==> src/rtl/dmem_pkg.sv <==
`default_nettype none
// ============================================================================
//  Module      : dmem_pkg
//  Description : Shared FSM state encoding, access-size codes and lane helpers
//                for the data-memory bus controller.
//  Revision    : 1.0 - initial release
// ============================================================================
package dmem_pkg;

    typedef enum logic [1:0] {
        ST_IDLE = 2'd0,
        ST_WAIT = 2'd1,
        ST_DONE = 2'd2
    } dmem_state_t;

    localparam logic [2:0]  SZ_BYTE          = 3'b001;
    localparam logic [2:0]  SZ_HALF          = 3'b011;
    localparam logic [2:0]  SZ_WORD          = 3'b111;
    localparam logic [31:0] LED_ADDR_DEFAULT = 32'h0000_2000;

    // The size code doubles as a right-aligned byte-lane mask.
    function automatic logic [3:0] size_lanes(input logic [2:0] size);
        return {size[2], size[2], size[1], size[0]};
    endfunction

    function automatic logic [31:0] lane_bits(input logic [3:0] lanes);
        return {{8{lanes[3]}}, {8{lanes[2]}}, {8{lanes[1]}}, {8{lanes[0]}}};
    endfunction

endpackage
`default_nettype wire

==> src/rtl/dmem_bus_ctrl_if.sv <==
`default_nettype none
// ============================================================================
//  Module      : dmem_bus_ctrl_if
//  Description : CPU data-port bus between the processor (master) and the
//                data-memory controller (slave).
//  Revision    : 1.0 - initial release
// ============================================================================
interface dmem_bus_ctrl_if;

    logic [31:0] addr_i;
    logic [31:0] wdata_i;
    logic        memread_i;
    logic        memwrite_i;
    logic [3:0]  sign_mask_i;
    logic [31:0] rdata_o;
    logic        stall_o;

    modport master (
        output addr_i, wdata_i, memread_i, memwrite_i, sign_mask_i,
        input  rdata_o, stall_o
    );

    modport slave (
        input  addr_i, wdata_i, memread_i, memwrite_i, sign_mask_i,
        output rdata_o, stall_o
    );

endinterface
`default_nettype wire

==> src/rtl/dmem_lane_align.sv <==
`default_nettype none
// ============================================================================
//  Module      : dmem_lane_align
//  Description : Combinational load lane extract/extend and store lane merge,
//                keyed by size, byte offset and sign. Lanes past byte 3 drop.
//  Revision    : 1.0 - initial release
// ============================================================================
module dmem_lane_align
    import dmem_pkg::*;
(
    input  wire logic [2:0]  size_i,
    input  wire logic [1:0]  off_i,
    input  wire logic        sign_i,
    input  wire logic [31:0] ram_word_i,
    input  wire logic [31:0] wdata_i,
    output logic      [31:0] load_o,
    output logic      [31:0] merged_o
);

    logic [3:0]  w_lanes;
    logic [31:0] w_bits;
    logic [4:0]  w_shift;
    logic [31:0] w_field;
    logic        w_sbit;
    logic [31:0] w_st_bits;

    assign w_lanes = size_lanes(size_i);
    assign w_bits  = lane_bits(w_lanes);
    assign w_shift = {off_i, 3'b000};
    assign w_field = (ram_word_i >> w_shift) & w_bits;

    always_comb begin
        if (w_lanes[3])
            w_sbit = w_field[31];
        else if (w_lanes[1])
            w_sbit = w_field[15];
        else
            w_sbit = w_field[7];
    end

    assign load_o    = (sign_i && w_sbit) ? (w_field | ~w_bits) : w_field;
    assign w_st_bits = w_bits << w_shift;
    assign merged_o  = (ram_word_i & ~w_st_bits) | ((wdata_i << w_shift) & w_st_bits);

endmodule
`default_nettype wire

==> src/rtl/dmem_bus_ctrl.sv <==
`default_nettype none
// ============================================================================
//  Module      : dmem_bus_ctrl
//  Description : Data-memory controller: sync-read RAM with stall handshake,
//                sub-word loads/stores (RMW) and an LED register.
//                Optional macro DMEM_MISALIGN_ERR_EN adds sticky err_o.
//  Revision    : 1.0 - initial release
// ============================================================================
module dmem_bus_ctrl
    import dmem_pkg::*;
#(
    parameter int          DEPTH_WORDS = 1024,
    parameter int          RD_LAT      = 1,
    parameter int          LED_W       = 8,
    parameter logic [31:0] LED_ADDR    = LED_ADDR_DEFAULT
) (
    input  wire logic                           clk,
    input  wire logic                           rst,
    dmem_bus_ctrl_if.slave                      bus,
    output logic      [LED_W-1:0]               led_o,
`ifdef DMEM_MISALIGN_ERR_EN
    output logic                                err_o,
`endif
    output logic      [$clog2(DEPTH_WORDS)-1:0] ram_addr_o,
    output logic      [31:0]                    ram_wdata_o,
    output logic                                ram_we_o,
    input  wire logic [31:0]                    ram_rdata_i
);

    localparam int          AW          = $clog2(DEPTH_WORDS);
    localparam logic [31:0] c_RAM_BYTES = 32'(4 * DEPTH_WORDS);
    localparam logic [1:0]  c_WAIT_LAST = 2'((RD_LAT > 1) ? (RD_LAT - 2) : 0);

    dmem_state_t    r_state;
    logic [1:0]     r_cnt;
    logic           r_is_wr;
    logic [AW-1:0]  r_word_addr;
    logic [2:0]     r_size;
    logic [1:0]     r_off;
    logic           r_sign;
    logic [LED_W-1:0] r_led;

    logic        w_ram_hit;
    logic        w_led_hit;
    logic        w_wr;
    logic        w_rd;
    logic [2:0]  w_size;
    logic [1:0]  w_off;
    logic        w_full_word;
    logic        w_misalign;
    logic        w_err_req;
    logic        w_word_store;
    logic        w_stall_req;
    logic [31:0] w_load;
    logic [31:0] w_merged;
    logic        w_stall;
    logic        w_we;
    logic [31:0] w_rdata;
    logic [AW-1:0] w_ram_addr;
    logic [31:0] w_ram_wdata;

    assign w_ram_hit   = bus.addr_i < c_RAM_BYTES;
    assign w_led_hit   = bus.addr_i[31:2] == LED_ADDR[31:2];
    assign w_wr        = bus.memwrite_i;
    assign w_rd        = bus.memread_i & ~bus.memwrite_i;
    assign w_size      = bus.sign_mask_i[2:0];
    assign w_off       = bus.addr_i[1:0];
    assign w_full_word = (w_size == SZ_WORD) && (w_off == 2'b00);

`ifdef DMEM_MISALIGN_ERR_EN
    assign w_misalign = ((w_size == SZ_HALF) && w_off[0]) ||
                        ((w_size == SZ_WORD) && (w_off != 2'b00));
`else
    assign w_misalign = 1'b0;
`endif

    assign w_err_req    = (w_wr | w_rd) & w_misalign;
    assign w_word_store = w_wr & w_ram_hit & w_full_word & ~w_err_req;
    // Anything touching RAM except an aligned full-word store needs read data.
    assign w_stall_req  = w_ram_hit & ~w_err_req & (w_rd | (w_wr & ~w_full_word));

    dmem_lane_align u_lane_align (
        .size_i     (r_size),
        .off_i      (r_off),
        .sign_i     (r_sign),
        .ram_word_i (ram_rdata_i),
        .wdata_i    (bus.wdata_i),
        .load_o     (w_load),
        .merged_o   (w_merged)
    );

    always_ff @(posedge clk or posedge rst) begin
        if (rst) begin
            r_state     <= ST_IDLE;
            r_cnt       <= 2'd0;
            r_is_wr     <= 1'b0;
            r_word_addr <= '0;
            r_size      <= 3'd0;
            r_off       <= 2'd0;
            r_sign      <= 1'b0;
        end else begin
            case (r_state)
                ST_IDLE: begin
                    if (w_stall_req) begin
                        r_is_wr     <= w_wr;
                        r_word_addr <= bus.addr_i[AW+1:2];
                        r_size      <= w_size;
                        r_off       <= w_off;
                        r_sign      <= bus.sign_mask_i[3];
                        r_cnt       <= 2'd0;
                        r_state     <= (RD_LAT == 1) ? ST_DONE : ST_WAIT;
                    end
                end
                ST_WAIT: begin
                    if (r_cnt == c_WAIT_LAST)
                        r_state <= ST_DONE;
                    else
                        r_cnt <= r_cnt + 2'd1;
                end
                ST_DONE: r_state <= ST_IDLE;
                default: r_state <= ST_IDLE;
            endcase
        end
    end

    always_ff @(posedge clk or posedge rst) begin
        if (rst)
            r_led <= '0;
        else if ((r_state == ST_IDLE) && w_wr && w_led_hit && !w_err_req)
            r_led <= bus.wdata_i[LED_W-1:0];
    end

`ifdef DMEM_MISALIGN_ERR_EN
    logic r_err;

    always_ff @(posedge clk or posedge rst) begin
        if (rst)
            r_err <= 1'b0;
        else if ((r_state == ST_IDLE) && w_err_req)
            r_err <= 1'b1;
    end

    assign err_o = r_err;
`endif

    always_comb begin
        w_stall     = 1'b0;
        w_we        = 1'b0;
        w_rdata     = 32'd0;
        w_ram_addr  = bus.addr_i[AW+1:2];
        w_ram_wdata = bus.wdata_i;
        case (r_state)
            ST_IDLE: begin
                w_stall = w_stall_req;
                w_we    = w_word_store;
                if (w_rd && w_led_hit && !w_err_req)
                    w_rdata = 32'(r_led);
            end
            ST_WAIT: begin
                w_stall    = 1'b1;
                w_ram_addr = r_word_addr;
            end
            ST_DONE: begin
                w_ram_addr = r_word_addr;
                if (r_is_wr) begin
                    w_we        = 1'b1;
                    w_ram_wdata = w_merged;
                end else begin
                    w_rdata = w_load;
                end
            end
            default: ;
        endcase
    end

    // Reset forces the handshake outputs low immediately, even mid-request.
    assign bus.stall_o  = w_stall & ~rst;
    assign bus.rdata_o  = rst ? 32'd0 : w_rdata;
    assign ram_we_o     = w_we & ~rst;
    assign ram_addr_o   = w_ram_addr;
    assign ram_wdata_o  = w_ram_wdata;
    assign led_o        = r_led;

endmodule
`default_nettype wire

==> src/flat_wrapper.sv <==
// flat-port wrapper written by rule: the top's interface ports become plain ports
module dmem_bus_ctrl_flat import dmem_pkg::*;
#(
    parameter int          DEPTH_WORDS = 1024,
    parameter int          RD_LAT      = 1,
    parameter int          LED_W       = 8,
    parameter logic [31:0] LED_ADDR    = LED_ADDR_DEFAULT
)
  (clk, rst, led_o, ram_addr_o, ram_wdata_o, ram_we_o, ram_rdata_i, bus_addr_i, bus_wdata_i, bus_memread_i, bus_memwrite_i, bus_sign_mask_i, bus_rdata_o, bus_stall_o);
  dmem_bus_ctrl_if bus_i ();
  input  wire logic clk;
  input  wire logic rst;
  output logic      [LED_W-1:0] led_o;
  output logic      [$clog2(DEPTH_WORDS)-1:0] ram_addr_o;
  output logic      [31:0] ram_wdata_o;
  output logic ram_we_o;
  input  wire logic [31:0] ram_rdata_i;
  input wire logic [$bits(bus_i.addr_i)-1:0] bus_addr_i;
  input wire logic [$bits(bus_i.wdata_i)-1:0] bus_wdata_i;
  input wire logic [$bits(bus_i.memread_i)-1:0] bus_memread_i;
  input wire logic [$bits(bus_i.memwrite_i)-1:0] bus_memwrite_i;
  input wire logic [$bits(bus_i.sign_mask_i)-1:0] bus_sign_mask_i;
  output wire logic [$bits(bus_i.rdata_o)-1:0] bus_rdata_o;
  output wire logic [$bits(bus_i.stall_o)-1:0] bus_stall_o;
  assign bus_i.addr_i = bus_addr_i;
  assign bus_i.wdata_i = bus_wdata_i;
  assign bus_i.memread_i = bus_memread_i;
  assign bus_i.memwrite_i = bus_memwrite_i;
  assign bus_i.sign_mask_i = bus_sign_mask_i;
  assign bus_rdata_o = bus_i.rdata_o;
  assign bus_stall_o = bus_i.stall_o;
  dmem_bus_ctrl #(.DEPTH_WORDS(DEPTH_WORDS), .RD_LAT(RD_LAT), .LED_W(LED_W), .LED_ADDR(LED_ADDR)) u_core (.clk(clk), .rst(rst), .bus(bus_i), .led_o(led_o), .ram_addr_o(ram_addr_o), .ram_wdata_o(ram_wdata_o), .ram_we_o(ram_we_o), .ram_rdata_i(ram_rdata_i));
endmodule
==> config.mk <==
export PLATFORM = sky130hd
export DESIGN_NAME = dmem_bus_ctrl_flat
export DESIGN_NICKNAME = d
export VERILOG_FILES = /design/src/rtl/dmem_pkg.sv /design/src/rtl/dmem_bus_ctrl_if.sv /design/src/rtl/dmem_lane_align.sv /design/src/rtl/dmem_bus_ctrl.sv /design/src/flat_wrapper.sv
export SDC_FILE = /design/constraint.sdc
export NUM_CORES = 1
export LEC_CHECK = 0
export ABC_AREA = 1
export BUFFER_PORTS_ARGS = -buffer_cell sky130_fd_sc_hd__buf_4
export CELL_PAD_IN_SITES_DETAIL_PLACEMENT = 0
export CELL_PAD_IN_SITES_GLOBAL_PLACEMENT = 1
export CORE_ASPECT_RATIO = 1.2
export CORE_UTILIZATION = 25
export CTS_BUF_LIST = sky130_fd_sc_hd__clkbuf_16
export CTS_CLUSTER_SIZE = 40
export DETAILED_ROUTE_END_ITERATION = 7
export PLACE_DENSITY = 0.78
export SYNTH_ARGS = -nofsm -noshare
export SYNTH_HDL_FRONTEND = slang
export SYNTH_SLANG_ARGS = --single-unit
==> constraint.sdc <==
create_clock -name clk -period 1.4 [get_ports clk]
set_input_delay 0 -clock clk [delete_from_list [all_inputs] [get_ports clk]]
set_output_delay 0 -clock clk [all_outputs]
set_load 0.005 [all_outputs]
Word level (Yosys, flattened, before mapping)

Cells that the tools add are included.

$add $sub $neg: 1
Order comparisons: 1
Eq/ne operators: 7
Shift-type cells: 3
Multiplexer cells: 19
Bitwise logic cells: 18
Reduce and logical (&&, ||, !) cells: 13

Operator list:

| cell                                                         | number |
|---|---|
| 2-to-1 mux 32 bit                                            | 5 |
| bitwise AND 32 bit                                           | 3 |
| inverter 32 bit                                              | 2 |
| bitwise OR 32 bit                                            | 2 |
| case mux 32 bit (2 select lines)                             | 1 |
| left shift 32 x 5 -> 32 bit                                  | 2 |
| less-than comparator 32 x 13 -> 1 bit, second input constant | 1 |
| right shift 32 x 5 -> 32 bit                                 | 1 |
| equality test 30 x 12 -> 1 bit, second input constant        | 1 |
| 2-to-1 mux 10 bit                                            | 1 |
| 2-to-1 mux 2 bit                                             | 4 |
| 2-to-1 mux 8 bit                                             | 1 |
| case mux 2 bit (2 select lines)                              | 2 |
| bitwise AND 1 bit                                            | 7 |
| zero test 2 bit                                              | 3 |
| logical AND 1 bit                                            | 5 |
| != test 2 x 1 -> 1 bit, second input constant                | 2 |
| case mux 1 bit (2 select lines)                              | 2 |
| AND reduction 2 bit                                          | 2 |
| equality test 3 bit, second input constant                   | 1 |
| 2-to-1 mux 1 bit                                             | 3 |
| inverter 1 bit                                               | 3 |
| AND reduction 3 bit                                          | 1 |
| adder 2 x 1 -> 2 bit, second input constant                  | 1 |
| other kinds (6)                                              | 6 |

Flip-flop bits (word level): 29
Input bits: 104
Logic and storage cells: 70

Depth between registers and ports, before layout

Gate-level depths: netlist of the first run.

Depth after elaboration: 9
Depth in mapped cells: 12
Gate-level depth less buffers: 11

Hierarchy

From an unflattened synthesis of the first run, not the netlist that was laid out.

Cells, all modules: 725
Area total of the unflattened synthesis: 3679.8 µm²

By module, submodules not included:

| module          | instances | cells each | area an instance (µm²) |
|---|---|---|---|
| dmem_bus_ctrl   | 1         | 371        | 2122.0 |
| dmem_lane_align | 1         | 354        | 1557.7 |

Worst setup path after synthesis of the first run

Ideal clock, no wire load.

Path kind: register to output
From: reg u_core.r_off[1]
To: out bus_rdata_o[21]
Arrival time: 1.418 ns
Required time: 1.400 ns
Slack: -0.018 ns
Cell stages (with the launch flop): 12
Buffers on the path: 2
Cell sequence: dfrtp_1 > buf_4 > inv_4 > o211ai_1 > nand3_1 > nand2_1 > nand2_1 > nand2_2 > nand2_2 > nand3_4 > buf_12 > nor2_4

Cells in the longest elaborated chain, start to end: 9
Elaborated cells on any way between the ends: 10

RTL lines:

| item                               | line                  | RTL |
|---|---|---|
| start, declared                    | dmem_bus_ctrl.sv:39   | `logic [1:0] r_off;` |
| start signal, assigned             | dmem_bus_ctrl.sv:108  | `r_off <= w_off;` |
| right shift 32 x 5 -> 32 bit *     | dmem_lane_align.sv:30 | `assign w_field = (ram_word_i >> w_shift) & w_bits;` |
| bitwise AND 32 bit *               | dmem_lane_align.sv:30 |  |
| 2-to-1 mux 1 bit                   | dmem_lane_align.sv:35 | `else if (w_lanes[1])` |
| 2-to-1 mux 1 bit                   | dmem_lane_align.sv:33 | `if (w_lanes[3])` |
| logical AND 1 bit                  | dmem_lane_align.sv:41 | `assign load_o = (sign_i && w_sbit) ? (w_field \| ~w_bits) : w_field;` |
| 2-to-1 mux 32 bit *                | dmem_lane_align.sv:41 |  |
| 2-to-1 mux 32 bit *                | dmem_bus_ctrl.sv:165  | `if (r_is_wr) begin` |
| case mux 32 bit (2 select lines) * | dmem_bus_ctrl.sv:152  | `case (r_state)` |
| 2-to-1 mux 32 bit *                | dmem_bus_ctrl.sv:178  | `assign bus.rdata_o = rst ? 32'd0 : w_rdata;` |
| end, declared                      | flat_wrapper.sv:23    | `output wire logic [$bits(bus_i.rdata_o)-1:0] bus_rdata_o;` |

Every way passes the cells marked *; elsewhere a longest branch is shown, timed or not.

Final worst setup path of the first run

From: reg u_core.r_off[0]
To: out bus_rdata_o[29]

Same word-level chain as after synthesis.

==> impl_metrics.yaml, run 1 <==
status:
  status: "complete, but fails checks"
  failed_checks: "negative setup slack"
detailed_routing:
  wl_per_cell_um: 16.28
  drt-initial-drc-count: 299
  drt_pass1_iterations: 5
  drtAntennaViolNets: 0
  drc: 0
  drt_wl_total_um: 16040
  drt-vias-per-instance: 5.004
  vias: 4929
timing:
  rsz0062_at_grt: "yes"
  worst_pin_slew_ns: 0.5318
  period_share_pct: 142.0
  setup_viol: 65
  period_minus_slack_ns: 1.988
  drv_slew: 0
  maxSlewHeadroom_pct: 64.55
  fmax_mhz: 502.9
  hold_viol: 0
  fin_worst_skew_ns: 0.004896
  setup_ws_ns: -0.5885
  fin_setup_tns_ns: -29.00
min_path:
  hold_class: "primary input to flip-flop"
  min_from: "bus_addr_i[4]"
synthesis:
  syn_inst: 587
  synth_seq_cells: 26
  postSynthAreaPerCell_sq_um: 5.887
  netlist_area_sq_um: 3456
  syn-num-nets: 691
  yosys_warnings: 0
  seq_area_frac_synth_pct: 18.83
  synth.distinct_cells: 33
clocking:
  cts-htree-levels: 1
  clkLatencyLatePin_ns: 0.26
  clk_path_buf_depth: 2
  clkSinkCount: 26
  clkTransAtPathRegs_ns: 0.07
  ctsRootBufferMaster: "clkbuf_16"
  cts_made_buffers: 3
  cts_tree: "done"
place:
  portBuffers: 187
  preCtsSetupSlack_ns: -0.3347
  place.gp.congestion: 0.8738
  hpwl_um: 12810
floorplan:
  die-area_sq_um: 14300
  die_y_um: 130.8
  die_w_um: 109.3
  pin_count: 188
  fp-row-count: 46
  core_sq_um: 13350
  initial_core_util_pct: 25.88
final_layout:
  final_cell_mix: "buf_4 (238), nand2_1 (166), inv_1 (66), o21ai_0 (58), o211ai_1 (40)"
  area_growth_pct: 69.66
  nets: 922
  layout-drive-gt1-share_pct: 39.90
  layout_commonest_cell: "buf_4"
  fill_cells: 1397
  antenna_cells: 0
  finalCoreUtilization_pct: 43.91
setup_path:
  cpMaxStageDelayCell: "dfrtp_2"
  path_max_fanout: 8
  cp-start-kind: "flip-flop"
  path_class: "flip-flop to primary output"
  path_cells: "buf_4 > o211ai_1 > nand3_1 > nand2_1 > nand2_1 > nand2_2 > nand2_2 > nand3_4 > buf_12 > nor2_4 > buf_4"
  cp-end-kind: "primary output"
  path_buf_inv: 3
  rr_startpoint: "u_core.r_state[1]$_DFFE_PP0P_"
  crit_start: "u_core.r_off[0]$_DFFE_PP0P_"
  critPathRequiredTime_ns: 1.40
  max_stage_delay_ns: 0.48
  crit_family: "simple AND/OR/NAND/NOR gates"
  arrival_ns: 1.99
power:
  total_power_mw: 2.261
  ir_drop_uv: 446.9
  p_leak_nw: 2.956
  powerDensity_nw_per_um2: 385.5
global_routing:
  grt_pass1_vias: 4712
  grt_pass1_wl_um: 24250
  grt.overflow.total: 0
  grt_max_degree: 33
  antenna_found_initial: 0
  gr-usage-all-layers_pct: 21.86
job:
  max_cap_violations: 0
[layer usage]
layer | wire [um] | vias to the layer above | global-route usage, %
met1 | 6307 | 2262 | 26.19
li1 | - | 2434 | -
met3 | 1273 | 25 | 2.679
met2 | 8035 | 208 | 39.62
met5 | 0 | - | 0
met4 | 418 | 0 | 8.078
[stage by stage]
| step | hold slack (ns) | std cells | instance area, sq um |
|---|---|---|---|
| after floorplan | 0.07976 | 587 | 3462 |
| after global placement | 0.1804 | 960 | 5354 |
| after CTS | 0.01867 | 983 | 5734 |
| final | 0.002805 | 985 | 5863 |
| after detailed placement | 0.1746 | 960 | 5354 |
| after global routing | 0.02905 | 985 | 5863 |
[path summary, 6_finish.rpt]
kind                                                     end  slack (ns)  cells past startpoint
max in group asynchronous        u_core.r_off[1]$_DFFE_PP0P_        0.78                      4
max                                          bus_rdata_o[29]       -0.59                     11
max reg2reg                u_core.r_word_addr[8]$_DFFE_PP0P_        0.03                      8
min                        u_core.r_word_addr[2]$_DFFE_PP0P_       0.003                      3
min reg2reg                        u_core.r_sign$_DFFE_PP0P_        0.49                      2
min in group asynchronous  u_core.r_word_addr[2]$_DFFE_PP0P_        0.06                      3
[cell families (layout without fill, tap and decap cells)]
logic type      after synthesis  in the layout  synth area share, %
compound gates              193            194                33.31
buf+inv                     111            339                14.45
simple gates                257            258                33.42
flops                        26             26                18.83
[state kept, by name, summed over array words and instances (netlist names)]
signal	count
u_core.r_is_wr	1
u_core.r_size	3
u_core.r_sign	1
u_core.r_off	2
u_core.led_o	8
u_core.r_word_addr	10
u_core.r_state	1
[cells in the mapped netlist]
master	number	area (sq um)
o31ai_2	1	12.51
nor4_4	1	21.27
buf_6	3	33.78
o21a_1	3	22.52
o21ai_2	1	8.760
nor2_2	4	25.02
nand3_4	1	17.52
nand3_2	2	20.02
nand2b_1	1	6.260
clkbuf_1	13	48.80
nor2_4	10	112.6
buf_12	1	20.02
inv_2	3	11.26
inv_1	67	251.5
a211oi_1	4	30.03
buf_2	18	90.09
dfrtp_1	26	650.6
o21ai_1	7	35.03
o31ai_4	1	21.27
buf_4	5	37.54
nand2_1	170	638.1
nand4_1	12	75.07
o211a_1	1	10.01
inv_4	1	6.260
a22oi_1	8	60.06
a21oi_1	38	190.2
nor3_2	1	10.01
o21ai_0	85	425.4
o211ai_1	40	300.3
nand3_1	12	60.06
nor2_1	40	150.1
a311oi_1	4	35.03
nand2_2	3	18.77
[area by class of cell]
cell class	count	area, sq um	area share [%]
Multi-Input combinational cell	452	2462	42.00
Timing Repair Buffer	264	2156	36.77
Sequential cell	26	653.1	11.14
Inverter	71	276.5	4.716
Clock inverter	1	30.03	0.5122
Tap cell	168	210.2	3.585
Clock buffer	3	75.07	1.280
[power by group]
part           internal [mW]  switching [mW]  total, mW
registers              0.751       0.0000181      0.751
clock network          0.569           0.257      0.825
logic                  0.363           0.322      0.684
total                   1.68           0.578       2.26
[timing repair]
| action | 4_1_cts | 5_1_grt |
|---|---|---|
| pin swaps | 2 | 2 |
| endpoints found under the setup margin | 65 | 90 |
| cloned | 4 | 1 |
| hold buffers | 5 | 0 |
| gates resized for setup | 48 | 36 |
| buffers inserted | 11 | 5 |
| endpoints found under the hold margin | 9 | 0 |
[worst reg2reg max path, delay by kind of cell, from the launching register on]
family	cells	cell delay, ns
compound gates	2	0.20
simple gates	2	0.13
flops	1	0.42
buf+inv	4	0.50
No activity file was read; power rests on OpenSTA's default activity.
==> run 2, diff against run 1 <==
==> constraint.sdc (replaced) <==
create_clock -name clk -period 1.8 [get_ports clk]
set_input_delay 0 -clock clk [delete_from_list [all_inputs] [get_ports clk]]
set_output_delay 0 -clock clk [all_outputs]
set_load 0.005 [all_outputs]
==> run 2 against run 1 <==
Compared with the run above: the run still ends with negative setup slack left; worst setup slack improved by 0.48 ns; flip-flop and latch count stayed put; combinational power is 22% lower; sequential power down 22%; routed wire length fell by 1.3%; first-iteration DRC count shrank 3.0%; total power decreased by 22%; via count fell by 0.85%; critical path depth down 2; clock skew shrank 0.0028 ns; clock power down 22%; non-clock buffer count fell by 21.
==> impl_metrics.yaml, run 2 (synthesis gave the netlist of run 1 again) <==
final_layout:
  top_register: "u_core.r_word_addr"
  largest_reg_flops: 10
  area_growth_pct: 69.12
  nets: 899
  antenna_cells: 0
  final_cell_mix: "buf_4 (206), nand2_1 (162), inv_1 (67), o21ai_0 (60), o211ai_1 (40)"
  layout-drive-gt1-share_pct: 39.29
  layout_commonest_cell: "buf_4"
timing:
  period_minus_slack_ns: 1.912
  drv_slew: 0
  setup_ws_ns: -0.1119
  holdWs_ns: 0.008745
  hold_viol: 0
  period_share_pct: 106.2
  setup_viol: 64
  maxSlewHeadroom_pct: 64.95
  rsz0062_at_grt: "yes"
  fmax_mhz: 523.0
  fin_worst_skew_ns: 0.002101
  worst_pin_slew_ns: 0.5242
power:
  ir_drop_uv: 299.8
  p_leak_nw: 2.890
  switchingPower_mw: 0.4526
  pwr-share-clk_pct: 36.4
  powerDensity_nw_per_um2: 301.3
  comb_power_share_pct: 30.4
  intPower_mw: 1.309
  total_power_mw: 1.761
  swShare_pct: 25.70
  seq_power_share_pct: 33.2
detailed_routing:
  drt_wl_total_um: 15820
  drt-vias-per-instance: 5.080
  drtAntennaViolNets: 0
  wl_per_cell_um: 16.45
  drc: 0
  drt-initial-drc-count: 290
  drt_pass1_iterations: 5
  vias: 4887
min_path:
  whs_path_depth: 3
  hold_class: "primary input to flip-flop"
  min_from: "bus_addr_i[0]"
floorplan:
  die_w_um: 109.3
  die-area_sq_um: 14300
  fp-row-count: 46
  pin_count: 188
  core_sq_um: 13350
  initial_core_util_pct: 25.88
  die_y_um: 130.8
setup_path:
  arrival_ns: 1.91
  path_max_fanout: 8
  ff2ff_path_depth: 3
  critPathRequiredTime_ns: 1.80
  crit_start: "u_core.r_off[0]$_DFFE_PP0P_"
  cp-end-kind: "primary output"
  rr_startpoint: "u_core.r_state[1]$_DFFE_PP0P_"
  path_class: "flip-flop to primary output"
  cp-start-kind: "flip-flop"
status:
  failed_checks: "negative setup slack"
  status: "complete, but fails checks"
global_routing:
  grt_max_degree: 33
  grt.overflow.total: 0
  gr-usage-all-layers_pct: 21.75
  grt_pass1_wl_um: 24250
  antenna_found_initial: 0
  grt_pass1_vias: 4792
clocking:
  clkLatencyLatePin_ns: 0.26
  clkSinkCount: 26
  cts-htree-levels: 1
  cts_tree: "done"
  clkTransAtPathRegs_ns: 0.06
  cts_made_buffers: 3
  ctsRootBufferMaster: "clkbuf_16"
  clk_path_buf_depth: 2
place:
  hpwl_um: 12200
  place.gp.congestion: 0.8797
  portBuffers: 187
job:
  max_cap_violations: 0
run 2: cell count changes in the layout (fill, tap and decap cells not counted), moves of 3 or more:
cell	previous run	this run
buf_4	238	206
a21oi_1	28	31
buf_6	11	21
nand2_1	166	162
o21ai_1	29	24
a21oi_2	10	7
nor2_1	31	26
nor2_4	12	15
buf_16	0	4
o21ai_4	1	4
run 2: worst paths after layout:
kind,slack (ns),to
min in group asynchronous,0.33,u_core.r_size[1]$_DFFE_PP0P_
setup reg to reg,0.30,u_core.led_o[2]$_DFFE_PP0P_
hold reg to reg,0.48,u_core.r_word_addr[4]$_DFFE_PP0P_
hold / removal,0.009,u_core.r_off[0]$_DFFE_PP0P_
max in group asynchronous,0.84,u_core.r_off[0]$_DFFE_PP0P_
setup / recovery,-0.11,ram_wdata_o[24]
run 2: layer usage:
layer  track usage [%]  vias up  routed length, um
met4             8.314        0                577
met2             38.92      273               7654
met1             25.95     2205               6061
met5                 0        -                  0
li1                  -     2374                  -
met3             3.373       35               1529
run 2: power groups by stage:
stage          clock network [mW]  logic (mW)  registers, mW
5_1_grt                     0.689       0.578          0.584
3_3_place_gp                    0       0.512          0.595
3_5_place_dp                    0       0.511          0.595
4_1_cts                     0.657       0.533          0.584
2_1_floorplan                   0       0.147          0.595
6_report                    0.641       0.536          0.584
run 2: metrics by stage:
stage / setup WS (ns) / instance area [sq um] / instances / TNS [ns] / utilization (%)
after floorplan: 0.3817 / 3456 / 587 / 0 / -
after global placement: 0.03837 / 5144 / 934 / 0 / 38.52
after detailed placement: 0.02871 / 5144 / 934 / 0 / 38.52
after CTS: -0.1194 / 5751 / 959 / -4.426 / 43.07
after global routing: -0.2542 / 5844 / 962 / -12.43 / 43.77
final: -0.1119 / 5844 / 962 / -4.753 / 43.77
run 2: what timing repair did:
action                                 in CTS  in global routing
hold buffers                                5                  0
gates cloned                                6                  1
pin swaps                                  16                  9
endpoints found under the hold margin       8                  0
buffers inserted                           10                  2
setup endpoints to repair                  48                 64
resized for setup                          89                 22
run 2: area by class of cell:
class                   instances  area, sq um
clock buffers                   3        75.07
clock inverters                 1        30.03
fillers                      1413         7508
inverters                      71        271.5
multi-input cells             450         2514
flip-flops and latches         26        653.1
well taps                     168        210.2
repair buffers                243         2091
run 2: worst max-delay path, stage by stage, from the launching register on:
cell and delay, ns:
dfrtp_2 0.49, buf_4 0.17, buf_4 0.14, o21ai_4 0.18, o21ai_4 0.08, buf_6 0.15
o211ai_1 0.09, o211ai_1 0.12, nand2_1 0.11, buf_4 0.11
==> run 3, diff against run 2 <==
--- a/config.mk
+++ b/config.mk
@@ -14,7 +14,7 @@
 export CTS_BUF_LIST = sky130_fd_sc_hd__clkbuf_16
 export CTS_CLUSTER_SIZE = 40
 export DETAILED_ROUTE_END_ITERATION = 7
-export PLACE_DENSITY = 0.78
+export PLACE_DENSITY = 0.75
 export SYNTH_ARGS = -nofsm -noshare
 export SYNTH_HDL_FRONTEND = slang
 export SYNTH_SLANG_ARGS = --single-unit
==> constraint.sdc (replaced) <==
create_clock -name clk -period 2.4 [get_ports clk]
set_input_delay 0 -clock clk [delete_from_list [all_inputs] [get_ports clk]]
set_output_delay 0 -clock clk [all_outputs]
set_load 0.005 [all_outputs]
==> run 3 against run 2 <==
Compared with the run above: the run now ends clean; global-route usage fell by 0.97 points; critical path type unchanged; largest cell class unchanged; worst setup slack better by 0.28 ns; sequential share of layout area grew 1.6 points; core utilization down 5.5 points; sequential power shrank 25%; flip-flop and latch count did not move; highest routed layer unchanged; register-to-register slack improved by 0.43 ns.
==> impl_metrics.yaml, run 3 (synthesis gave the netlist of run 1 again) <==
timing:
  drv_slew: 0
  period_share_pct: 92.93
  setup_viol: 0
  setup_ws_ns: 0.1696
  fin_setup_tns_ns: 0
  maxSlewHeadroom_pct: 54.76
  hold_viol: 0
  period_minus_slack_ns: 2.230
  fmax_mhz: 448.4
  worst_pin_slew_ns: 0.6785
  fin_worst_skew_ns: 0.002911
setup_path:
  arrival_ns: 2.23
  cp-start-kind: "flip-flop"
  ff2ff_path_depth: 6
  path_max_fanout: 16
  ff2ff_setup_slack_ns: 0.73
  worst_r2r_endpoint: "u_core.r_word_addr[4]$_DFFE_PP0P_"
  cp-end-kind: "primary output"
  rr_startpoint: "u_core.r_state[1]$_DFFE_PP0P_"
  path_class: "flip-flop to primary output"
  crit_start: "u_core.r_size[0]$_DFFE_PP0P_"
  cp-endpoint: "ram_wdata_o[24]"
  critPathRequiredTime_ns: 2.40
detailed_routing:
  top_layer: "met4"
  drt_pass1_iterations: 5
  drt_wl_total_um: 14970
  vias: 4592
  drt-initial-drc-count: 270
  drt-vias-per-instance: 4.964
  route.met3.wl_um: 1277
  drtAntennaViolNets: 0
  wl_per_cell_um: 16.19
  met1_length_um: 6099
  met2_length_um: 7068
  drc: 0
floorplan:
  die_w_um: 109.3
  die-area_sq_um: 14300
  fp-row-count: 46
  initial_core_util_pct: 25.88
  die_y_um: 130.8
  core_sq_um: 13350
  pin_count: 188
global_routing:
  antenna_found_initial: 0
  grt_max_degree: 40
  grt_pass1_wl_um: 22990
  grt.overflow.total: 0
  grt_pass1_vias: 4393
  gr-usage-all-layers_pct: 20.78
place:
  portBuffers: 187
  place_area_sq_um: 4946
  placed_cells: 916
  preCtsSetupSlack_ns: 0.4621
  hpwl_um: 12200
  place.gp.congestion: 0.8570
clocking:
  ctsRootBufferMaster: "clkbuf_16"
  clkTransAtPathRegs_ns: 0.07
  cts_made_buffers: 3
  clk_path_buf_depth: 2
  clkSinkCount: 26
  cts_tree: "done"
  clkLatencyLatePin_ns: 0.26
  cts-htree-levels: 1
final_layout:
  design_area_sq_um: 5115
  area_growth_pct: 48.01
  seq_area_sq_um: 651.9
  fill_cells: 1515
  multi_input_area_sq_um: 2306
  final_cell_mix: "buf_4 (200), nand2_1 (170), o21ai_0 (85), inv_1 (67)"
  largest_reg_flops: 10
  nets: 862
  stdcell_count: 925
  antenna_cells: 0
  layout_commonest_cell: "buf_4"
  top_register: "u_core.r_word_addr"
  layout-drive-gt1-share_pct: 31.18
power:
  total_power_mw: 1.303
  ir_drop_uv: 240.2
  powerDensity_nw_per_um2: 254.8
  p_leak_nw: 2.608
status:
  status: "completed"
min_path:
  hold_class: "primary input to async pin"
job:
  max_cap_violations: 0
[run 3: layout make-up]
class	instances	share of cell area [%]
Multi-Input combinational cell	450	45.08
Tap cell	168	4.110
Clock buffer	3	1.468
Clock inverter	1	0.5871
Sequential cell	26	12.74
Timing Repair Buffer	206	30.75
Inverter	71	5.259
[run 3: how the worst min path moves through the flow]
stage	to	slack, ns	depth (start not counted)
final	u_core.r_is_wr$_DFFE_PP0P_	0.002	3
after global routing	u_core.r_off[0]$_DFFE_PP0P_	0.03	3
after CTS	u_core.r_size[1]$_DFFE_PP0P_	0.02	3
after detailed placement	u_core.r_sign$_DFFE_PP0P_	0.21	3
after global placement	u_core.r_sign$_DFFE_PP0P_	0.20	3
after floorplan	u_core.led_o[0]$_DFFE_PP0P_	0.08	1
[run 3: where the power goes]
group / leakage (nW) / switching [mW] / internal [mW] / total (mW)
Combinational: 2.19 / 0.182 / 0.199 / 0.381
Clock: 0.0511 / 0.153 / 0.332 / 0.485
Sequential: 0.362 / 0.0000111 / 0.438 / 0.438
[run 3: worst max-delay path, cell delays in order, from the launching register on]
cell and delay (ns):
dfrtp_1 0.52, inv_1 0.18, nand2_1 0.09, o21ai_1 0.10, o21ai_2 0.56, o211ai_1 0.17, o211ai_1 0.12, nand2_1 0.09
buf_4 0.14
[run 3: repair_timing]
action                                  in CTS  in global routing
endpoints found under the hold margin        4                  0
buffers inserted                             0                  1
gates resized for setup                      0                  1
hold buffers                                 4                  0
endpoints found under the setup margin       0                 23
[run 3: per-layer routing]
layer | vias to the layer above | track usage [%]
li1 | 2300 | -
met2 | 221 | 35.92
met4 | 0 | 8.941
met1 | 2045 | 25.71
met3 | 26 | 2.778
met5 | - | 0
[run 3: per-stage QoR]
| stage | utilization (%) | hold slack, ns |
|---|---|---|
| after global placement | 37.04 | 0.2001 |
| final | 38.31 | 0.002028 |
| after global routing | 38.31 | 0.03094 |
| after detailed placement | 37.04 | 0.2064 |
| after floorplan | - | 0.07976 |
| after CTS | 38.13 | 0.01518 |
